[src/rtl/stage_write_md_pkg.sv]
// Shared decode constants for the writeback stage.
package stage_write_md_pkg;

    typedef enum logic [4:0] {
        OP_R    = 5'b00000,
        OP_JAL  = 5'b00011,
        OP_ADDI = 5'b00101,
        OP_SW   = 5'b00111,
        OP_LW   = 5'b01000,
        OP_SETX = 5'b10101
    } opcode_e;

    typedef enum logic [4:0] {
        ALU_ADD = 5'b00000,
        ALU_SUB = 5'b00001,
        ALU_MUL = 5'b00110,
        ALU_DIV = 5'b00111
    } alu_op_e;

    localparam int RSTATUS_IDX = 30;
    localparam int LINK_IDX    = 31;

    // add, sub and addi are the only main-pipe ops that report overflow into rstatus
    function automatic logic is_ovf_op(input logic [4:0] op, input logic [4:0] aop);
        return (op == OP_ADDI) || ((op == OP_R) && ((aop == ALU_ADD) || (aop == ALU_SUB)));
    endfunction

endpackage

[src/rtl/stage_write_md_fifo.sv]
// Small power-of-two FIFO holding mult/div completions that lost arbitration.
module md_result_fifo #(
    parameter int DEPTH = 2,
    parameter int WIDTH = 38
) (
    input  logic                       clock,
    input  logic                       reset,
    input  logic                       push,
    input  logic                       pop,
    input  logic [WIDTH-1:0]           wdata,
    output logic [WIDTH-1:0]           rdata,
    output logic [$clog2(DEPTH):0]     count,
    output logic                       full,
    output logic                       empty
);
    localparam int PTR_W = $clog2(DEPTH);
    localparam int CNT_W = PTR_W + 1;

    logic [WIDTH-1:0] mem [DEPTH];
    logic [PTR_W-1:0] wr_ptr;
    logic [PTR_W-1:0] rd_ptr;
    logic             do_push;
    logic             do_pop;

    assign full    = (count == CNT_W'(DEPTH));
    assign empty   = (count == '0);
    assign do_push = push && !full;
    assign do_pop  = pop && !empty;
    assign rdata   = mem[rd_ptr];

    always_ff @(posedge clock) begin
        if (do_push) begin
            mem[wr_ptr] <= wdata;
        end
    end

    // Pointers wrap naturally because DEPTH is a power of two.
    always_ff @(posedge clock) begin
        if (!reset) begin
            wr_ptr <= '0;
            rd_ptr <= '0;
            count  <= '0;
        end else begin
            if (do_push) wr_ptr <= wr_ptr + PTR_W'(1);
            if (do_pop)  rd_ptr <= rd_ptr + PTR_W'(1);
            if (do_push && !do_pop)      count <= count + CNT_W'(1);
            else if (do_pop && !do_push) count <= count - CNT_W'(1);
        end
    end

endmodule

[src/rtl/stage_write_md.sv]
// Writeback stage: merges in-order MEM/WB results with buffered mult/div completions.
module stage_write_md
    import stage_write_md_pkg::*;
#(
    parameter int DATA_W       = 32,
    parameter int REG_W        = 5,
    parameter int MD_DEPTH     = 2,
    parameter int STARVE_LIMIT = 4
) (
    input  logic              clock,
    input  logic              reset,
    input  logic              wb_valid,
    input  logic [4:0]        opcode,
    input  logic [4:0]        alu_op,
    input  logic [REG_W-1:0]  rd,
    input  logic [DATA_W-1:0] alu_result,
    input  logic [DATA_W-1:0] q_dmem,
    input  logic [DATA_W-1:0] pc_plus_4,
    input  logic [4:0]        pc_upper_5,
    input  logic [26:0]       target,
    input  logic              exception,
    input  logic              md_valid,
    output logic              md_ready,
    input  logic [REG_W-1:0]  md_rd,
    input  logic [DATA_W-1:0] md_result,
    input  logic              md_exception,
    output logic              stall_req,
    output logic              ctrl_writeEnable,
    output logic [REG_W-1:0]  ctrl_writeReg,
    output logic [DATA_W-1:0] data_writeReg,
    output logic              status_we,
    output logic [DATA_W-1:0] data_writeStatusReg
);
    localparam int FIFO_W = DATA_W + REG_W + 1;
    localparam int SC_W   = (STARVE_LIMIT > 1) ? $clog2(STARVE_LIMIT) : 1;

    logic              main_wr;
    logic              main_we;
    logic [REG_W-1:0]  main_idx;
    logic [DATA_W-1:0] main_data;
    logic              main_swe;
    logic [DATA_W-1:0] main_sdata;
    logic              main_busy;

    logic [FIFO_W-1:0]       fifo_rdata;
    logic [$clog2(MD_DEPTH):0] fifo_count;
    logic                    fifo_full;
    logic                    fifo_empty;
    logic                    fifo_push;
    logic                    fifo_pop;

    logic              head_exc;
    logic [REG_W-1:0]  head_rd;
    logic [DATA_W-1:0] head_result;
    logic              sel_exc;
    logic [REG_W-1:0]  sel_rd;
    logic [DATA_W-1:0] sel_result;
    logic              md_win;
    logic              bypass;
    logic [SC_W-1:0]   starve_cnt;

    always_comb begin
        main_wr    = 1'b0;
        main_idx   = '0;
        main_data  = '0;
        main_swe   = 1'b0;
        main_sdata = '0;
        if (wb_valid) begin
            case (opcode)
                OP_R: begin
                    if ((alu_op != ALU_MUL) && (alu_op != ALU_DIV)) begin
                        main_wr   = 1'b1;
                        main_idx  = rd;
                        main_data = alu_result;
                    end
                end
                OP_ADDI: begin
                    main_wr   = 1'b1;
                    main_idx  = rd;
                    main_data = alu_result;
                end
                OP_LW: begin
                    main_wr   = 1'b1;
                    main_idx  = rd;
                    main_data = q_dmem;
                end
                OP_JAL: begin
                    main_wr   = 1'b1;
                    main_idx  = REG_W'(LINK_IDX);
                    main_data = pc_plus_4;
                end
                OP_SETX: begin
                    main_swe   = 1'b1;
                    main_sdata = DATA_W'({pc_upper_5, target});
                end
                default: ;
            endcase
            if (is_ovf_op(opcode, alu_op) && exception) begin
                main_swe   = 1'b1;
                main_sdata = DATA_W'(1);
            end
        end
    end

    assign main_we   = main_wr && (main_idx != '0);
    assign main_busy = main_we || main_swe;

    // An empty FIFO lets a fresh completion go straight to the write port.
    assign {head_exc, head_rd, head_result} = fifo_rdata;
    assign sel_exc    = fifo_empty ? md_exception : head_exc;
    assign sel_rd     = fifo_empty ? md_rd        : head_rd;
    assign sel_result = fifo_empty ? md_result    : head_result;
    assign md_win     = (!fifo_empty || md_valid) && !main_busy;
    assign bypass     = fifo_empty && md_valid && !main_busy;

    assign md_ready  = !fifo_full;
    assign fifo_push = md_valid && md_ready && !bypass;
    assign fifo_pop  = (fifo_count != '0) && !main_busy;

    md_result_fifo #(
        .DEPTH (MD_DEPTH),
        .WIDTH (FIFO_W)
    ) u_fifo (
        .clock (clock),
        .reset (reset),
        .push  (fifo_push),
        .pop   (fifo_pop),
        .wdata ({md_exception, md_rd, md_result}),
        .rdata (fifo_rdata),
        .count (fifo_count),
        .full  (fifo_full),
        .empty (fifo_empty)
    );

    always_ff @(posedge clock) begin
        if (!reset) begin
            ctrl_writeEnable    <= 1'b0;
            ctrl_writeReg       <= '0;
            data_writeReg       <= '0;
            status_we           <= 1'b0;
            data_writeStatusReg <= '0;
        end else if (main_busy) begin
            ctrl_writeEnable    <= main_we;
            ctrl_writeReg       <= main_idx;
            data_writeReg       <= main_data;
            status_we           <= main_swe;
            data_writeStatusReg <= main_sdata;
        end else if (md_win) begin
            ctrl_writeEnable    <= (sel_rd != '0);
            ctrl_writeReg       <= sel_rd;
            data_writeReg       <= sel_result;
            status_we           <= sel_exc;
            data_writeStatusReg <= sel_exc ? DATA_W'(1) : '0;
        end else begin
            ctrl_writeEnable    <= 1'b0;
            ctrl_writeReg       <= '0;
            data_writeReg       <= '0;
            status_we           <= 1'b0;
            data_writeStatusReg <= '0;
        end
    end

    // A non-empty FIFO that is not popping means main held the port this cycle.
    always_ff @(posedge clock) begin
        if (!reset) begin
            starve_cnt <= '0;
            stall_req  <= 1'b0;
        end else if (fifo_empty || fifo_pop) begin
            starve_cnt <= '0;
            stall_req  <= 1'b0;
        end else if (starve_cnt == SC_W'(STARVE_LIMIT - 1)) begin
            starve_cnt <= '0;
            stall_req  <= 1'b1;
        end else begin
            starve_cnt <= starve_cnt + SC_W'(1);
            stall_req  <= 1'b0;
        end
    end

endmodule
[config.mk]
export PLATFORM = sky130hd
export DESIGN_NAME = stage_write_md
export DESIGN_NICKNAME = d
export VERILOG_FILES = /design/src/rtl/stage_write_md_pkg.sv /design/src/rtl/stage_write_md_fifo.sv /design/src/rtl/stage_write_md.sv
export SDC_FILE = /design/constraint.sdc
export NUM_CORES = 1
export LEC_CHECK = 0
export CORE_ASPECT_RATIO = 0.75
export CORE_MARGIN = 8
export CORE_UTILIZATION = 45
export DETAILED_ROUTE_END_ITERATION = 16
export PLACE_DENSITY = 0.91
export SLEW_MARGIN = 0
export SYNTH_ARGS = -nofsm -noshare
export SYNTH_HDL_FRONTEND = slang
export SYNTH_HIERARCHICAL = 1
export SYNTH_SLANG_ARGS = --single-unit
[constraint.sdc]
create_clock -name clock -period 9.82 [get_ports clock]
set_clock_uncertainty 0.2 [all_clocks]
set_input_delay 0.982 -clock clock [delete_from_list [all_inputs] [get_ports clock]]
set_output_delay 0.982 -clock clock [all_outputs]
set_load 0.05 [all_outputs]
==> out/summary.txt <==
Syn Std Cell Area: 6720 um^2
Vias per cell: 5.25
Clock latency on the worst-skew pair: 0.41 ns
Synthesized flop and latch total: 155
Grt ovf: 0
Comb pwr share: 0.285
YS warnings: 6
Pre-CTS setup slack: 4.56 ns
Leakage: 3.70 nW
Peak VDD IR: 0.153 mV
Sw frac: 0.304
Rows: 38
Pwr dens: 204 nW/um^2
Root buffer cell: clkbuf_16
FMAX: 210 MHz
Setup TNS: 0 ns
Post-Route WL: 20.6 mm
CTS tree: done
Post-Synthesis Cells: 540
Vias: 5,262
Min Clock Period, post-route: 4.77 ns
Crit end category: flop
Vert. Die Dim: 122 um
CTS Buf Count: 17
NetSw: 0.624 mW
First-pass GRT wire length: 31.0 mm
Buf/Inv on CP: 3
Starting Density: 0.462
Remaining DRCs: 0
Gpl congestion: 0.807
Area Overhead vs Synth: 49.2%
Io pins: 259
Tot GR Track Use: 0.212
Worst path slowest cell: nor3_4
Syn avg cell area: 12.4 um^2
Hold Vio Cnt, Final: 0
Sequential share of the synthesized area: 0.575
Top_reg_cell synth: dfxtp_1
Relative slew slack: 0.315
Sequential power share: 0.401
Unrepaired setup endpoints after global routing: no
Full die area: 19,100 um^2
Post-synth EDFFs: 76
Vias in the first global route: 5,502
Maximum capacitance violations: 0
Largest net degree at the start of global routing: 45
CTS clk-pin slew, worst paths: 0.06 ns
HPWL Detailed: 15.0 mm
Longest Clk Path Bufs: 2
Synth Net Count: 728
Max incr delay on CP: 0.69 ns
Core Region: 14,500 um^2
# fillers: 1,026
Share of cells above drive strength 1: 0.143
Distinct cells, synth: 48
Clock tree sinks: 155
ANT cells: 0
Worst-path cell chain: clkdlybuf4s50_1 -> or3_4 -> nor4_1 -> o21ai_1 -> nand2_4 -> o211a_1 -> inv_1 -> nor3_4 -> buf_4
Clock power share: 0.315
Internal power: 1.43 mW
Final instance area: 10,000 um^2
# nets final: 977
DRT Pass-1 Iters: 4
Post-CTS Setup Inserts: 0
Post-CTS Hold Fix Bufs: 0
Die W: 157 um
I/O Buffers: 257
H-tree depth: 4
Startpoint type of the worst setup path: input pin
Pins Over Slew Limit: 0
Final Setup Violations: 0
Initial antenna violation count: 0
Status: completed
Period utilization: 0.486
Wire length per cell: 20.5 um
Crit-path max FO: 44
Post-route worst setup slack: 5.05 ns
Largest delay share family, worst path: simple AND/OR/NAND/NOR gates
Worst Hold Class: reg2reg
CP required: 9.69 ns
Post_cts resized: 0
Crit Path Class: in2reg
Slew @ Worst Pin: 1.03 ns
DP Area: 9450 um^2
Starting DRT DRC Count: 390
Synth async-reset ratio: 0
Final Util: 0.690
Worst EP arrival: 4.64 ns
Antenna-violating nets left: 0
Final hold slack: 0.341 ns
[area by class of cell]
cell class,count,area (um^2),share of cell area
flip-flops and latches,155,3860,0.385
repair buffers,265,2630,0.262
clock inverters,12,138,0.0137
multi-input cells,344,2680,0.267
inverters,6,22.5,0.00224
clock buffers,20,447,0.0445
well taps,200,250,0.0249
[logic make-up after synthesis]
group / after synthesis / synth area share
flops: 155 / 0.575
fa+ha+maj: 2 / 0.00372
mux: 108 / 0.185
simple gates: 139 / 0.104
xor+xnor: 3 / 0.00391
buf+inv: 41 / 0.0335
compound gates: 92 / 0.0953
[cells in the final DEF (no fill, tap or decap), types with 2 or more instances in the layout]
cell type,n
mux2_4,20
dfxtp_1,78
o21ai_1,2
buf_4,8
mux2_2,42
mux2_1,8
bufinv_16,2
nor2_1,45
or4_1,2
nor3_1,4
mux2i_1,38
o211ai_1,2
clkbuf_1,2
xnor2_1,2
clkdlybuf4s50_1,257
and2_1,35
o32ai_1,7
ha_1,2
inv_1,5
nor2_4,2
a22oi_1,33
clkbuf_16,17
or2_2,2
edfxtp_1,76
o21a_1,2
o21ai_0,2
nor4_1,3
o211a_1,2
nand2_1,34
nand2b_1,2
nand4bb_1,2
clkinvlp_4,3
clkinv_4,2
a21oi_1,34
inv_6,3
[synth_stat cells, types with 2 or more instances]
cell       count  area (um^2)
or4_1          2         15.0
or2_2          2         12.5
nor3_1         4         20.0
a22oi_1       33          248
nand4bb_1      2         22.5
buf_4          4         30.0
nand2_1       34          128
nor4_1         3         18.8
nand2b_1       2         12.5
mux2i_1       38          380
buf_12         2         40.0
o21a_1         2         15.0
xnor2_1        2         17.5
buf_2         10         50.1
o21ai_1        2         10.0
mux2_4        20          300
o32ai_1        7         61.3
clkbuf_1      18         67.6
inv_1          5         18.8
and2_1        35          219
dfxtp_1       79         1580
edfxtp_1      76         2280
mux2_2        42          473
o211a_1        2         20.0
a21oi_1       34          170
ha_1           2         25.0
nor2_1        47          176
o211ai_1       2         15.0
mux2_1         8         90.1
o21ai_0        3         15.0
[routing by layer]
metal | share of wire | track usage | up-vias
met5 | 0 | 0 | -
met4 | 0.015 | 0.0647 | 0
met3 | 0.12 | 0.100 | 24
met2 | 0.48 | 0.361 | 254
met1 | 0.39 | 0.233 | 2501
li1 | - | - | 2483
[worst min-delay path, stage by stage, from the launching register on]
cell     delay [ns]
dfxtp_1        0.34
nor3_1         0.06
o21a_1         0.09
[registers in the layout (all words and copies together), names as in the netlist, named ones only]
register             count
data_writeReg           32
starve_cnt               2
data_writeStatusReg     32
u_fifo/count             2
u_fifo/mem              76
ctrl_writeEnable         1
status_we                1
ctrl_writeReg            5
stall_req                1
u_fifo/wr_ptr            1
u_fifo/rd_ptr            1
[metrics by stage]
| step | cells | power [mW] |
|---|---|---|
| finish | 1002 | 2.05 |
| global route | 1002 | 2.13 |
| CTS | 1002 | 2.07 |
| detailed placement | 970 | 1.42 |
| global placement | 970 | 1.41 |
| floorplan | 540 | 1.19 |
[power by group through the flow]
stage	combinational [mW]	sequential, mW	clock (mW)
floorplan	0.220	0.975	0
global placement	0.576	0.830	0
detailed placement	0.583	0.836	0
CTS	0.587	0.823	0.659
global route	0.613	0.833	0.688
finish	0.584	0.822	0.645
[path summary, 6_finish.rpt]
kind | startpoint | to | slack, ns | depth (start not counted)
hold / removal | starve_cnt[0]$_SDFF_PP0_ | starve_cnt[0]$_SDFF_PP0_ | 0.34 | 2
hold reg to reg | starve_cnt[0]$_SDFF_PP0_ | starve_cnt[0]$_SDFF_PP0_ | 0.34 | 2
setup / recovery | opcode[4] | u_fifo/mem[0][24]$_DFFE_PP_ | 5.05 | 9
setup reg to reg | u_fifo/count[0]$_SDFFE_PN0P_ | u_fifo/mem[0][24]$_DFFE_PP_ | 6.70 | 7
Power figures use the tool's default switching activity.
